--- config.mk ---
export PLATFORM = sky130hd
export DESIGN_NAME = fc_operand_feeder_flat
export DESIGN_NICKNAME = d
export VERILOG_FILES = /design/src/rtl/fc_operand_feeder_if.sv /design/src/rtl/fc_operand_feeder.sv /design/src/flat_wrapper.sv
export SDC_FILE = /design/constraint.sdc
export NUM_CORES = 1
export LEC_CHECK = 0
export ABC_AREA = 1
export BUFFER_PORTS_ARGS = -buffer_cell sky130_fd_sc_hd__buf_2
export CAP_MARGIN = 0
export CELL_PAD_IN_SITES_DETAIL_PLACEMENT = 2
export CELL_PAD_IN_SITES_GLOBAL_PLACEMENT = 2
export CORE_AREA = 5 5 159 161
export CTS_CLUSTER_SIZE = 12
export DETAILED_ROUTE_END_ITERATION = 7
export DIE_AREA = 0 0 164 166
export GPL_TIMING_DRIVEN = 0
export PLACE_DENSITY_LB_ADDON = 0.1
export SLEW_MARGIN = 20
export SYNTH_ARGS = -nofsm -noshare
export SYNTH_HDL_FRONTEND = slang
export SYNTH_SLANG_ARGS = --single-unit
--- constraint.sdc ---
create_clock -name clk -period 4.9 [get_ports clk]
set_clock_uncertainty 0.2 [all_clocks]
set_input_delay 0.245 -clock clk [delete_from_list [all_inputs] [get_ports clk]]
set_output_delay 0.245 -clock clk [all_outputs]
set_load 0.05 [all_outputs]
--- src/rtl/fc_operand_feeder_if.sv ---
// Bundle of the operand stream, fc engine handshake and result port of fc_operand_feeder.
// master = the feeder itself, slave = the DMA / fc engine / result sink side.
interface fc_operand_feeder_if #(
   parameter int N  = 9,
   parameter int DW = 8,
   parameter int RW = 16
);
   // Valid/ready: a beat or result transfers on the rising edge where valid and ready are
   // both 1; the source holds its payload stable and keeps valid up until that edge.
   logic            s_valid;
   logic            s_ready;
   logic [DW-1:0]   s_act;
   logic [DW-1:0]   s_wgt;
   logic            s_last;
   logic [N*DW-1:0] fc_act;
   logic [N*DW-1:0] fc_wgt;
   logic            fc_enable;
   logic            fc_done;
   logic [RW-1:0]   fc_result;
   logic            m_valid;
   logic            m_ready;
   logic [RW-1:0]   m_data;
   logic [1:0]      err;

   modport master (
      input  s_valid, s_act, s_wgt, s_last, fc_done, fc_result, m_ready,
      output s_ready, fc_act, fc_wgt, fc_enable, m_valid, m_data, err
   );

   modport slave (
      output s_valid, s_act, s_wgt, s_last, fc_done, fc_result, m_ready,
      input  s_ready, fc_act, fc_wgt, fc_enable, m_valid, m_data, err
   );
endinterface

--- src/rtl/fc_operand_feeder.sv ---
// Buffers one frame of signed (act, wgt) pairs, runs the fc enable/done handshake and returns
// the result. Define FC_FEEDER_RELU_EN to clamp negative captured results to zero.
module fc_operand_feeder #(
   parameter int N   = 9,
   parameter int DW  = 8,
   parameter int RW  = 16,
   parameter int TMO = 64
) (
   input  logic                     clk,
   input  logic                     rst,
   fc_operand_feeder_if.master      bus,
   output logic [1:0]               dbg_state
);
   localparam int CW = $clog2(N);
   localparam int TW = $clog2(TMO);

   typedef enum logic [1:0] {
      LOAD  = 2'd0,
      ISSUE = 2'd1,
      WAIT  = 2'd2,
      OUT   = 2'd3
   } state_t;

   state_t          state;
   state_t          state_next;
   logic [CW-1:0]   count;
   logic [TW-1:0]   timer;
   logic [DW-1:0]   act_buf [N];
   logic [DW-1:0]   wgt_buf [N];
   logic            s_ready_q;
   logic            fc_enable_q;
   logic            m_valid_q;
   logic [RW-1:0]   m_data_q;
   logic [RW-1:0]   result_cap;
   logic [1:0]      err_q;

   logic accept;
   logic at_end;
   logic close;
   logic done_hit;
   logic tmo_hit;
   logic out_fire;

   assign accept   = bus.s_valid & s_ready_q;
   assign at_end   = (count == CW'(N - 1));
   assign close    = accept & (bus.s_last | at_end);
   assign done_hit = (state == WAIT) & bus.fc_done;
   assign tmo_hit  = (state == WAIT) & ~bus.fc_done & (timer == TW'(TMO - 1));
   assign out_fire = (state == OUT) & m_valid_q & bus.m_ready;

   always_comb begin
      state_next = state;
      case (state)
         LOAD:    if (close) state_next = ISSUE;
         ISSUE:   state_next = WAIT;
         WAIT:    if (done_hit || tmo_hit) state_next = OUT;
         OUT:     if (out_fire) state_next = LOAD;
         default: state_next = LOAD;
      endcase
   end

   always_comb begin
      result_cap = bus.fc_result;
`ifdef FC_FEEDER_RELU_EN
      if (bus.fc_result[RW-1]) result_cap = '0;
`else
      result_cap = bus.fc_result;
`endif
   end

   always_ff @(posedge clk or negedge rst) begin
      if (!rst) state <= LOAD;
      else      state <= state_next;
   end

   // Handshake outputs are flops decoded from the next state, so they never glitch.
   always_ff @(posedge clk or negedge rst) begin
      if (!rst) begin
         s_ready_q   <= 1'b0;
         fc_enable_q <= 1'b0;
         m_valid_q   <= 1'b0;
      end else begin
         s_ready_q   <= (state_next == LOAD);
         fc_enable_q <= (state_next == WAIT);
         m_valid_q   <= (state_next == OUT);
      end
   end

   always_ff @(posedge clk or negedge rst) begin
      if (!rst) begin
         count <= '0;
      end else if (out_fire) begin
         count <= '0;
      end else if (accept && !close) begin
         count <= count + 1'b1;
      end
   end

   always_ff @(posedge clk or negedge rst) begin
      if (!rst) begin
         timer <= '0;
      end else if (state != WAIT) begin
         timer <= '0;
      end else begin
         timer <= timer + 1'b1;
      end
   end

   // A short frame zeroes every slot above the closing beat.
   always_ff @(posedge clk or negedge rst) begin
      if (!rst) begin
         for (int i = 0; i < N; i++) begin
            act_buf[i] <= '0;
            wgt_buf[i] <= '0;
         end
      end else begin
         for (int i = 0; i < N; i++) begin
            if (out_fire) begin
               act_buf[i] <= '0;
               wgt_buf[i] <= '0;
            end else if (accept && (CW'(i) == count)) begin
               act_buf[i] <= bus.s_act;
               wgt_buf[i] <= bus.s_wgt;
            end else if (close && (CW'(i) > count)) begin
               act_buf[i] <= '0;
               wgt_buf[i] <= '0;
            end
         end
      end
   end

   always_ff @(posedge clk or negedge rst) begin
      if (!rst) begin
         m_data_q <= '0;
      end else if (done_hit) begin
         m_data_q <= result_cap;
      end else if (tmo_hit) begin
         m_data_q <= '0;
      end
   end

   always_ff @(posedge clk or negedge rst) begin
      if (!rst) begin
         err_q <= 2'b00;
      end else begin
         if (close && !(at_end && bus.s_last)) err_q[0] <= 1'b1;
         if (tmo_hit)                          err_q[1] <= 1'b1;
      end
   end

   for (genvar g = 0; g < N; g++) begin : g_pack
      assign bus.fc_act[g*DW +: DW] = act_buf[g];
      assign bus.fc_wgt[g*DW +: DW] = wgt_buf[g];
   end

   assign bus.s_ready   = s_ready_q;
   assign bus.fc_enable = fc_enable_q;
   assign bus.m_valid   = m_valid_q;
   assign bus.m_data    = m_data_q;
   assign bus.err       = err_q;
   assign dbg_state     = state;
endmodule

--- src/flat_wrapper.sv ---
// flat-port wrapper written by rule: the top's interface ports become plain ports
module fc_operand_feeder_flat 
#(
   parameter int N   = 9,
   parameter int DW  = 8,
   parameter int RW  = 16,
   parameter int TMO = 64
)
  (clk, rst, dbg_state, bus_s_valid, bus_s_act, bus_s_wgt, bus_s_last, bus_fc_done, bus_fc_result, bus_m_ready, bus_s_ready, bus_fc_act, bus_fc_wgt, bus_fc_enable, bus_m_valid, bus_m_data, bus_err);
  fc_operand_feeder_if #(.N(N), .DW(DW), .RW(RW)) bus_i ();
  input  logic clk;
  input  logic rst;
  output logic [1:0] dbg_state;
  input wire logic [$bits(bus_i.s_valid)-1:0] bus_s_valid;
  input wire logic [$bits(bus_i.s_act)-1:0] bus_s_act;
  input wire logic [$bits(bus_i.s_wgt)-1:0] bus_s_wgt;
  input wire logic [$bits(bus_i.s_last)-1:0] bus_s_last;
  input wire logic [$bits(bus_i.fc_done)-1:0] bus_fc_done;
  input wire logic [$bits(bus_i.fc_result)-1:0] bus_fc_result;
  input wire logic [$bits(bus_i.m_ready)-1:0] bus_m_ready;
  output wire logic [$bits(bus_i.s_ready)-1:0] bus_s_ready;
  output wire logic [$bits(bus_i.fc_act)-1:0] bus_fc_act;
  output wire logic [$bits(bus_i.fc_wgt)-1:0] bus_fc_wgt;
  output wire logic [$bits(bus_i.fc_enable)-1:0] bus_fc_enable;
  output wire logic [$bits(bus_i.m_valid)-1:0] bus_m_valid;
  output wire logic [$bits(bus_i.m_data)-1:0] bus_m_data;
  output wire logic [$bits(bus_i.err)-1:0] bus_err;
  assign bus_i.s_valid = bus_s_valid;
  assign bus_i.s_act = bus_s_act;
  assign bus_i.s_wgt = bus_s_wgt;
  assign bus_i.s_last = bus_s_last;
  assign bus_i.fc_done = bus_fc_done;
  assign bus_i.fc_result = bus_fc_result;
  assign bus_i.m_ready = bus_m_ready;
  assign bus_s_ready = bus_i.s_ready;
  assign bus_fc_act = bus_i.fc_act;
  assign bus_fc_wgt = bus_i.fc_wgt;
  assign bus_fc_enable = bus_i.fc_enable;
  assign bus_m_valid = bus_i.m_valid;
  assign bus_m_data = bus_i.m_data;
  assign bus_err = bus_i.err;
  fc_operand_feeder #(.N(N), .DW(DW), .RW(RW), .TMO(TMO)) u_core (.clk(clk), .rst(rst), .bus(bus_i), .dbg_state(dbg_state));
endmodule
==> results_tabular.tex, run 1 <==
\begin{tabular}{lr}
\hline
Metric & Value \\
\hline
\multicolumn{2}{l}{\textbf{Timing}} \\
Achievable clock frequency & between 400 and 500 MHz \\
Number of pins exceeding their max-slew limit in the final report & 0 \\
TNS Setup & 0 ps \\
Worst slew slack as a fraction of its limit & 36.39\% \\
Smallest setup slack after layout & 2587 ps \\
Final setup violation count & 0 \\
Unrepaired setup endpoints after global routing & no \\
Post-route clock period utilization & 47.21\% \\
Shortest clock period the worst path allows after layout & 2313 ps \\
Transition at the pin with the smallest max-transition slack & 950.6 ps \\
Final Hold Viols & 0 \\
\multicolumn{2}{l}{\textbf{Pwr}} \\
Switching share of power & about half \\
Clk network pwr share & $\sim$23\% \\
Net switching power & 3.155 mW \\
Reported leakage power & 5.978 nW \\
Largest vdd supply drop & 0.0002420 V \\
Share of power burned in combinational logic & between 40 and 50\% \\
Internal Pwr Total & 3.293 mW \\
Share of total power in sequential cells & 32.4\% \\
Pwr/cell area & 607.0 mW/mm2 \\
\multicolumn{2}{l}{\textbf{Worst setup path}} \\
Arrival time of the worst setup path & roughly 2400 ps \\
CP max FO & 10 \\
CP max stage cell & sky130\_fd\_sc\_hd\_\_dfrtp\_1 \\
Startpoint type of the worst setup path & flip-flop \\
Critical path data required time & 5020 ps \\
Largest stage delay on the critical path & 430 ps \\
Critical path class & flip-flop to flip-flop \\
CP endpoint kind & flip-flop \\
Cell chain of the critical path & inv\_1, ha\_1, nand3\_4, nand2\_8, nand4\_4, buf\_6, nand3\_2, nand2\_1 \\
\multicolumn{2}{l}{\textbf{Routing}} \\
Total number of vias & 7,022 \\
Sum of met2 wire segment lengths after detailed routing & 15,180 um \\
Total routed wire length on the met1 layer & approximately 13,000 um \\
Drt drc & 0 \\
Top sig layer & met4 \\
Routed met3 length & 1736 um \\
Ratio of routed vias to standard cells & around 4.9 \\
Iter 0 DRT Violations & 358 \\
Detailed-router iteration count before antenna repair & 4 \\
Post-DRT Antenna Nets & 0 \\
Overall routed net length & 30,560 um \\
Routed length per placed instance & between 20 and 25 um \\
\multicolumn{2}{l}{\textbf{Floorplanning}} \\
Die area & $\sim$0.027 mm2 \\
Die outline width & between 150 and 200 um \\
Die span in y & about 170 um \\
Initial standard-cell utilization of the core & between 30 and 40\% \\
Area of the core & around 0.024 mm2 \\
Rows & 57 \\
Total I/O pin count & a little over 200 \\
\multicolumn{2}{l}{\textbf{Placement}} \\
Hpwl dp & 20,650 um \\
Cell count after placement & 1,360 \\
Number of I/O port buffers & 203 \\
Cell area after placement & between 0.009 and 0.01 mm2 \\
Global placer's final weighted congestion & 0.7860 \\
Setup WS pre-CTS & between 2000 and 3000 ps \\
\multicolumn{2}{l}{\textbf{CTS}} \\
Count of instances resized after the clock tree is built & 0 \\
Sink count of the clock tree & about 180 \\
Bufs on Longest Clock Path & 2 \\
Clk root buf & sky130\_fd\_sc\_hd\_\_clkbuf\_16 \\
Clock buffers created by TritonCTS & 17 \\
Clock latency of the later-clocked register in the worst-skew pair & 440 ps \\
Clock tree from TritonCTS & done \\
CTS H-Tree Depth & 4 \\
Clock transition at the registers of the reported paths & roughly 70 ps \\
\multicolumn{2}{l}{\textbf{Cells and area}} \\
Final net count & $\sim$1,100 \\
Ant. Diodes & 0 \\
Layout Cell Area excl Fill & between 0.01 and 0.015 mm2 \\
Area growth from synthesis to layout & 30.66\% \\
Layout fillers & 2,609 \\
Post-layout instance count excluding filler cells & approximately 1,400 \\
Share of cells above drive strength 1 & around 33\% \\
\multicolumn{2}{l}{\textbf{GRT}} \\
First-pass GRT wire length & 48,150 um \\
Grt total ovfl & 0 \\
Via count of the first global-routing pass & 8,016 \\
Largest net degree at the start of global routing & 89 \\
GRT Total Usage & between 20\% and 30\% \\
Initial antenna violation count & 0 \\
\multicolumn{2}{l}{\textbf{Synthesis}} \\
Mean instance size in the synthesized netlist & about 9.8 um2 \\
Fraction of synthesized cell area taken by the top area cell type & 54.48\% \\
Synthesized flop and latch total & around 180 \\
Cell with the most instances after synthesis & sky130\_fd\_sc\_hd\_\_nand2\_1 \\
Count of unique library cells instantiated by Yosys & 37 \\
Cell taking the most area after synthesis & sky130\_fd\_sc\_hd\_\_dfrtp\_1 \\
Total of warnings raised by yosys & 0 \\
Dominant register cell in the synthesized netlist & sky130\_fd\_sc\_hd\_\_dfrtp\_1 \\
Proportion of synthesized flip-flops having asynchronous set or reset & 100.0\% \\
Mapped cell area & 0.008130 mm2 \\
Portion of the post-synthesis area used by sequential elements & 54.48\% \\
Top cell types by occurrence after synthesis & sky130\_fd\_sc\_hd\_\_nand2\_1 (289), sky130\_fd\_sc\_hd\_\_dfrtp\_1 (177), sky130\_fd\_sc\_hd\_\_nand3\_1 (122) \\
EDFF count, synth & 0 \\
Syn nets & 873 \\
Synthesized instance count & about 830 \\
Synth area leaders & sky130\_fd\_sc\_hd\_\_dfrtp\_1 (54\%), sky130\_fd\_sc\_hd\_\_nand2\_1 (13\%), sky130\_fd\_sc\_hd\_\_nand3\_1 (7.5\%) \\
\multicolumn{2}{l}{\textbf{Run status}} \\
Status & finished clean \\
\multicolumn{2}{l}{\textbf{Worst hold path}} \\
Type of the tightest min-delay check & input pin to flip-flop \\
\multicolumn{2}{l}{\textbf{Flow run}} \\
MaxCap Viol Count & 0 \\
\hline
\end{tabular}
==> worst paths after layout <==
| kind | from | endpoint | slack [ps] | depth (start not counted) |
|---|---|---|---|---|
| max | u_core.count[1] | u_core.bus.fc_act[42] | 2590 | 8 |
| min | bus_m_ready | u_core.bus.m_valid | 90 | 4 |
| max reg2reg | u_core.count[1] | u_core.bus.fc_act[42] | 2590 | 8 |
| min reg2reg | u_core.bus.err[0] | u_core.bus.err[0] | 300 | 1 |
| max in group asynchronous | rst | u_core.bus.fc_wgt[38] | 3460 | 4 |
| min in group asynchronous | rst | u_core.bus.m_data[5] | 190 | 3 |
==> worst max-delay path: cells and delay by family, from the launching register on <==
kind | cells | cell delay, ps
buffers and inverters | 2 | 450
and+or+nand+nor | 5 | 710
DFF | 1 | 430
adders and majority gates | 1 | 410
==> registers in the layout (all words and copies together) (netlist names) <==
signal                cells
u_core.bus.s_ready        1
u_core.bus.fc_enable      1
u_core.bus.fc_act        72
u_core.bus.m_valid        1
u_core.bus.fc_wgt        72
u_core.bus.m_data        16
u_core.bus.err            2
u_core.dbg_state          2
u_core.count              4
u_core.timer              6
==> layout by cell type, fill, tap and decap left out, types with 2 or more instances in the layout <==
cell type	count
sky130_fd_sc_hd__a21oi_1	4
sky130_fd_sc_hd__buf_1	4
sky130_fd_sc_hd__buf_16	2
sky130_fd_sc_hd__buf_2	210
sky130_fd_sc_hd__buf_4	10
sky130_fd_sc_hd__buf_6	17
sky130_fd_sc_hd__buf_8	2
sky130_fd_sc_hd__bufinv_16	3
sky130_fd_sc_hd__clkbuf_1	6
sky130_fd_sc_hd__clkbuf_16	17
sky130_fd_sc_hd__clkinv_2	2
sky130_fd_sc_hd__clkinvlp_4	3
sky130_fd_sc_hd__dfrtp_1	177
sky130_fd_sc_hd__dlygate4sd3_1	40
sky130_fd_sc_hd__ha_1	4
sky130_fd_sc_hd__inv_1	27
sky130_fd_sc_hd__inv_2	4
sky130_fd_sc_hd__inv_4	3
sky130_fd_sc_hd__inv_6	4
sky130_fd_sc_hd__nand2_1	289
sky130_fd_sc_hd__nand2_2	2
sky130_fd_sc_hd__nand2_4	6
sky130_fd_sc_hd__nand3_1	122
sky130_fd_sc_hd__nand3_2	31
sky130_fd_sc_hd__nand3_4	5
sky130_fd_sc_hd__nand4_1	35
sky130_fd_sc_hd__nand4_4	3
sky130_fd_sc_hd__nor2_1	15
sky130_fd_sc_hd__nor2_2	11
sky130_fd_sc_hd__nor2_4	8
sky130_fd_sc_hd__nor2_8	7
sky130_fd_sc_hd__nor3_1	4
sky130_fd_sc_hd__o21ai_0	5
sky130_fd_sc_hd__o31ai_1	2
sky130_fd_sc_hd__o31ai_2	14
==> timing repair <==
item                                   CTS  global route
endpoints found under the hold margin  122             0
setup buffers                            0             0
hold buffers                            40             0
==> routing by layer <==
| layer | GRT usage [%] | vias to the layer above |
|---|---|---|
| li1 | - | 3272 |
| met4 | 5.434 | 0 |
| met3 | 5.411 | 28 |
| met1 | 29.85 | 3554 |
| met5 | 0 | - |
| met2 | 38.76 | 168 |
==> final cells by class <==
| type | instances | area, um2 | share of cell area, % |
|---|---|---|---|
| clock buffers | 19 | 432.9 | 4.075 |
| plain buffers | 44 | 351.6 | 3.310 |
| flip-flops and latches | 177 | 4429 | 41.70 |
| multi-input cells | 574 | 3206 | 30.18 |
| repair buffers | 245 | 1481 | 13.95 |
| well taps | 324 | 405.4 | 3.816 |
| clock inverters | 13 | 172.7 | 1.625 |
| inverters | 36 | 143.9 | 1.355 |
==> kinds of logic after synthesis <==
logic type,share of synthesized area [%]
XOR/XNOR,0.1077
flip-flops,54.48
adder cells (fa/ha/maj),0.6156
AND/OR/NAND/NOR,35.52
buffers and inverters,6.094
AO/OA/AOI/OAI,3.186
==> through the flow <==
step,total power [mW],util [%],hold WS [ps]
6_report,6.448,44.60,91.77
3_3_place_gp,4.903,40.10,243.1
2_1_floorplan,4.146,-,-250.6
5_1_grt,6.763,44.60,127.1
4_1_cts,6.486,44.60,81.09
3_5_place_dp,4.973,40.37,-171.9
==> power by group through the flow <==
stage          Clock, mW  Combinational (mW)  Sequential [mW]
3_3_place_gp           0                2.81             2.09
5_1_grt             1.55                3.08             2.13
4_1_cts             1.49                2.92             2.08
2_1_floorplan          0               0.911             3.23
3_5_place_dp           0                2.87             2.10
6_report            1.45                2.91             2.09
No activity file was read; power rests on OpenSTA's default activity.
==> inputs of run 2 (changes only) <==
--- a/config.mk
+++ b/config.mk
@@ -10,10 +10,10 @@
 export CAP_MARGIN = 0
 export CELL_PAD_IN_SITES_DETAIL_PLACEMENT = 2
 export CELL_PAD_IN_SITES_GLOBAL_PLACEMENT = 2
-export CORE_AREA = 5 5 159 161
+export CORE_AREA = 5 5 166 168
 export CTS_CLUSTER_SIZE = 12
 export DETAILED_ROUTE_END_ITERATION = 7
-export DIE_AREA = 0 0 164 166
+export DIE_AREA = 0 0 171 173
 export GPL_TIMING_DRIVEN = 0
 export PLACE_DENSITY_LB_ADDON = 0.1
 export SLEW_MARGIN = 20
==> constraint.sdc (replaced) <==
create_clock -name clk -period 2.2 [get_ports clk]
set_clock_uncertainty 0.2 [all_clocks]
set_input_delay 0.11 -clock clk [delete_from_list [all_inputs] [get_ports clk]]
set_output_delay 0.11 -clock clk [all_outputs]
set_load 0.05 [all_outputs]
==> run 2 against run 1 <==
Net effect:
- die area increased by 8.7%
- cell count increased by 0.98%
- global-route usage decreased by 2.5 points
- combinational power increased by 120%
- maximum frequency increased by 12%
- final area increased by 1.2%
- worst setup slack got worse by 2400 ps
- hold slack got worse by 39 ps
- non-clock buffer count increased by 3
- sequential power increased by 120%
- critical path depth unchanged
==> results_tabular.tex, run 2 (synthesized netlist as in run 1, its figures left out) <==
\begin{tabular}{lr}
\hline
Metric & Value \\
\hline
\multicolumn{2}{l}{\textbf{Timing}} \\
Final setup violation count & 0 (unchanged) \\
Achievable clock frequency & 485.6 MHz (was 432.3 MHz) \\
Shortest clock period the worst path allows after layout & 2059 ps (was 2313 ps) \\
TNS Setup & 0 ps (unchanged) \\
Transition at the pin with the smallest max-transition slack & 622.7 ps (was 950.6 ps) \\
Number of pins exceeding their max-slew limit in the final report & 0 (unchanged) \\
Tightest hold margin & 52.47 ps (was 91.77 ps) \\
Smallest setup slack after layout & 140.6 ps (was 2587 ps) \\
Final Hold Viols & 0 (unchanged) \\
Post-route clock period utilization & 93.61\% (was 47.21\%) \\
Worst slew slack as a fraction of its limit & 58.49\% (was 36.39\%) \\
Unrepaired setup endpoints after global routing & no (unchanged) \\
\multicolumn{2}{l}{\textbf{Pwr}} \\
Reported leakage power & 6.016 nW (was 5.978 nW) \\
Largest vdd supply drop & 0.0006997 V (was 0.0002420 V) \\
Pwr/cell area & 1328 mW/mm2 (was 607.0 mW/mm2) \\
Final Power & 14.28 mW (was 6.448 mW) \\
\multicolumn{2}{l}{\textbf{CTS}} \\
Clk root buf & sky130\_fd\_sc\_hd\_\_clkbuf\_16 (unchanged) \\
Sink count of the clock tree & 177 (unchanged) \\
Bufs on Longest Clock Path & 2 (unchanged) \\
Clock transition at the registers of the reported paths & 70 ps (about the same) \\
Clock tree from TritonCTS & done (unchanged) \\
CTS H-Tree Depth & 4 (unchanged) \\
Clock buffers created by TritonCTS & 17 (unchanged) \\
Clock latency of the later-clocked register in the worst-skew pair & 430 ps (was 440 ps) \\
\multicolumn{2}{l}{\textbf{Worst setup path}} \\
Critical path data required time & 2320 ps (was 5020 ps) \\
Arrival time of the worst setup path & 2180 ps (was 2430 ps) \\
Startpoint type of the worst setup path & flip-flop (unchanged) \\
CP max FO & 10 (unchanged) \\
CP endpoint kind & flip-flop (unchanged) \\
Reg-to-reg slack, setup & 140 ps (was 2590 ps) \\
Critical path class & flip-flop to flip-flop (unchanged) \\
\multicolumn{2}{l}{\textbf{Floorplanning}} \\
Die area & 0.02958 mm2 (was 0.02722 mm2) \\
Initial standard-cell utilization of the core & 31.56\% (was 34.13\%) \\
Total I/O pin count & 205 (unchanged) \\
Die span in y & 173 um (was 166 um) \\
Die outline width & 171 um (was 164 um) \\
Area of the core & 0.02576 mm2 (was 0.02382 mm2) \\
Rows & 59 (was 57) \\
\multicolumn{2}{l}{\textbf{GRT}} \\
Via count of the first global-routing pass & 7,957 (was 8,016) \\
Initial antenna violation count & 0 (unchanged) \\
GRT Total Usage & 20.46\% (was 22.95\%) \\
Largest net degree at the start of global routing & 77 (was 89) \\
Grt total ovfl & 0 (unchanged) \\
First-pass GRT wire length & 47,240 um (was 48,150 um) \\
\multicolumn{2}{l}{\textbf{Placement}} \\
Number of I/O port buffers & 203 (unchanged) \\
Global placer's final weighted congestion & 0.7424 (was 0.7860) \\
Hpwl dp & 21,070 um (was 20,650 um) \\
Cell area after placement & 0.009630 mm2 (was 0.009617 mm2) \\
Setup WS pre-CTS & -110.7 ps (was 2541 ps) \\
\multicolumn{2}{l}{\textbf{Cells and area}} \\
Most common library cell in the layout ignoring fill and taps & sky130\_fd\_sc\_hd\_\_nand2\_1 (unchanged) \\
Share of cells above drive strength 1 & 34.38\% (was 33.39\%) \\
Ant. Diodes & 0 (unchanged) \\
Final net count & 1,140 (was 1,137) \\
Layout Cell Area excl Fill & 0.01075 mm2 (was 0.01062 mm2) \\
Area growth from synthesis to layout & 32.26\% (was 30.66\%) \\
Commonest non-fill, non-tap cells in the layout & sky130\_fd\_sc\_hd\_\_nand2\_1 (289), sky130\_fd\_sc\_hd\_\_buf\_2 (210), sky130\_fd\_sc\_hd\_\_dfrtp\_1 (177) (unchanged) \\
\multicolumn{2}{l}{\textbf{Run status}} \\
Status & finished clean (unchanged) \\
\multicolumn{2}{l}{\textbf{Worst hold path}} \\
Type of the tightest min-delay check & input pin to flip-flop (unchanged) \\
\multicolumn{2}{l}{\textbf{Routing}} \\
Overall routed net length & 30,120 um (was 30,560 um) \\
Iter 0 DRT Violations & 265 (was 358) \\
Total number of vias & 7,082 (was 7,022) \\
Ratio of routed vias to standard cells & 4.898 (was 4.904) \\
Routed length per placed instance & 20.83 um (was 21.34 um) \\
Detailed-router iteration count before antenna repair & 4 (unchanged) \\
Post-DRT Antenna Nets & 0 (unchanged) \\
Drt drc & 0 (unchanged) \\
\multicolumn{2}{l}{\textbf{Flow run}} \\
MaxCap Viol Count & 0 (unchanged) \\
\hline
\end{tabular}
==> run 2: final cells by class <==
cell class                 count  area [um2]
clock buffer                  18       439.2
buffer                        44       352.8
inverter                      36       143.9
clock inverter                14       158.9
multi-input combinational    574        3281
timing repair buffer         248        1529
sequential                   177        4429
tap                          335       419.2
fill                        2834       15010
==> run 2: routing by layer <==
layer	global-route usage (%)	share of wire [%]	wire [um]	vias up
li1	-	-	-	3272
met1	27.37	44	13380	3598
met2	34.73	49	14850	194
met3	4.498	5.5	1666	18
met4	3.103	0.73	219	0
met5	0	0	0	-
==> run 2: power breakdown <==
| group | internal (mW) | switching [mW] | total (mW) |
|---|---|---|---|
| Combinational | 1.51 | 5.00 | 6.51 |
| Clock | 1.65 | 1.50 | 3.15 |
| Sequential | 4.05 | 0.577 | 4.62 |
==> run 2: worst paths after layout <==
check | startpoint | end | cells after the start
hold / removal | bus_s_valid | u_core.bus.fc_wgt[37] | 5
min in group asynchronous | rst | u_core.bus.fc_wgt[59] | 3
setup / recovery | u_core.count[1] | u_core.bus.fc_act[71] | 8
setup reg to reg | u_core.count[1] | u_core.bus.fc_act[71] | 8
max in group asynchronous | rst | u_core.bus.fc_act[65] | 5
hold reg to reg | u_core.timer[0] | u_core.timer[0] | 1
==> run 2: timing repair <==
action                                 in CTS  in global routing
endpoints found under the hold margin     233                  0
hold buffers                               43                  0
resized for setup                           8                 12
setup buffers                               0                  0
setup endpoints to repair                  91                 99
==> run 2: critical path, cell delays in order (launching register included) <==
cell                      delay [ps]
sky130_fd_sc_hd__dfrtp_1         440
sky130_fd_sc_hd__inv_2           180
sky130_fd_sc_hd__ha_4            210
sky130_fd_sc_hd__nand3_4         190
sky130_fd_sc_hd__a21oi_4         220
sky130_fd_sc_hd__nand2_2         170
sky130_fd_sc_hd__buf_4           220
sky130_fd_sc_hd__nand3_1          70
sky130_fd_sc_hd__nand2_1          50
==> run 2: through the flow <==
step	cells	util, %
after global routing	1446	41.74
after CTS	1446	41.60
after detailed placement	1371	37.38
after floorplan	831	-
after global placement	1369	37.13
final	1446	41.74
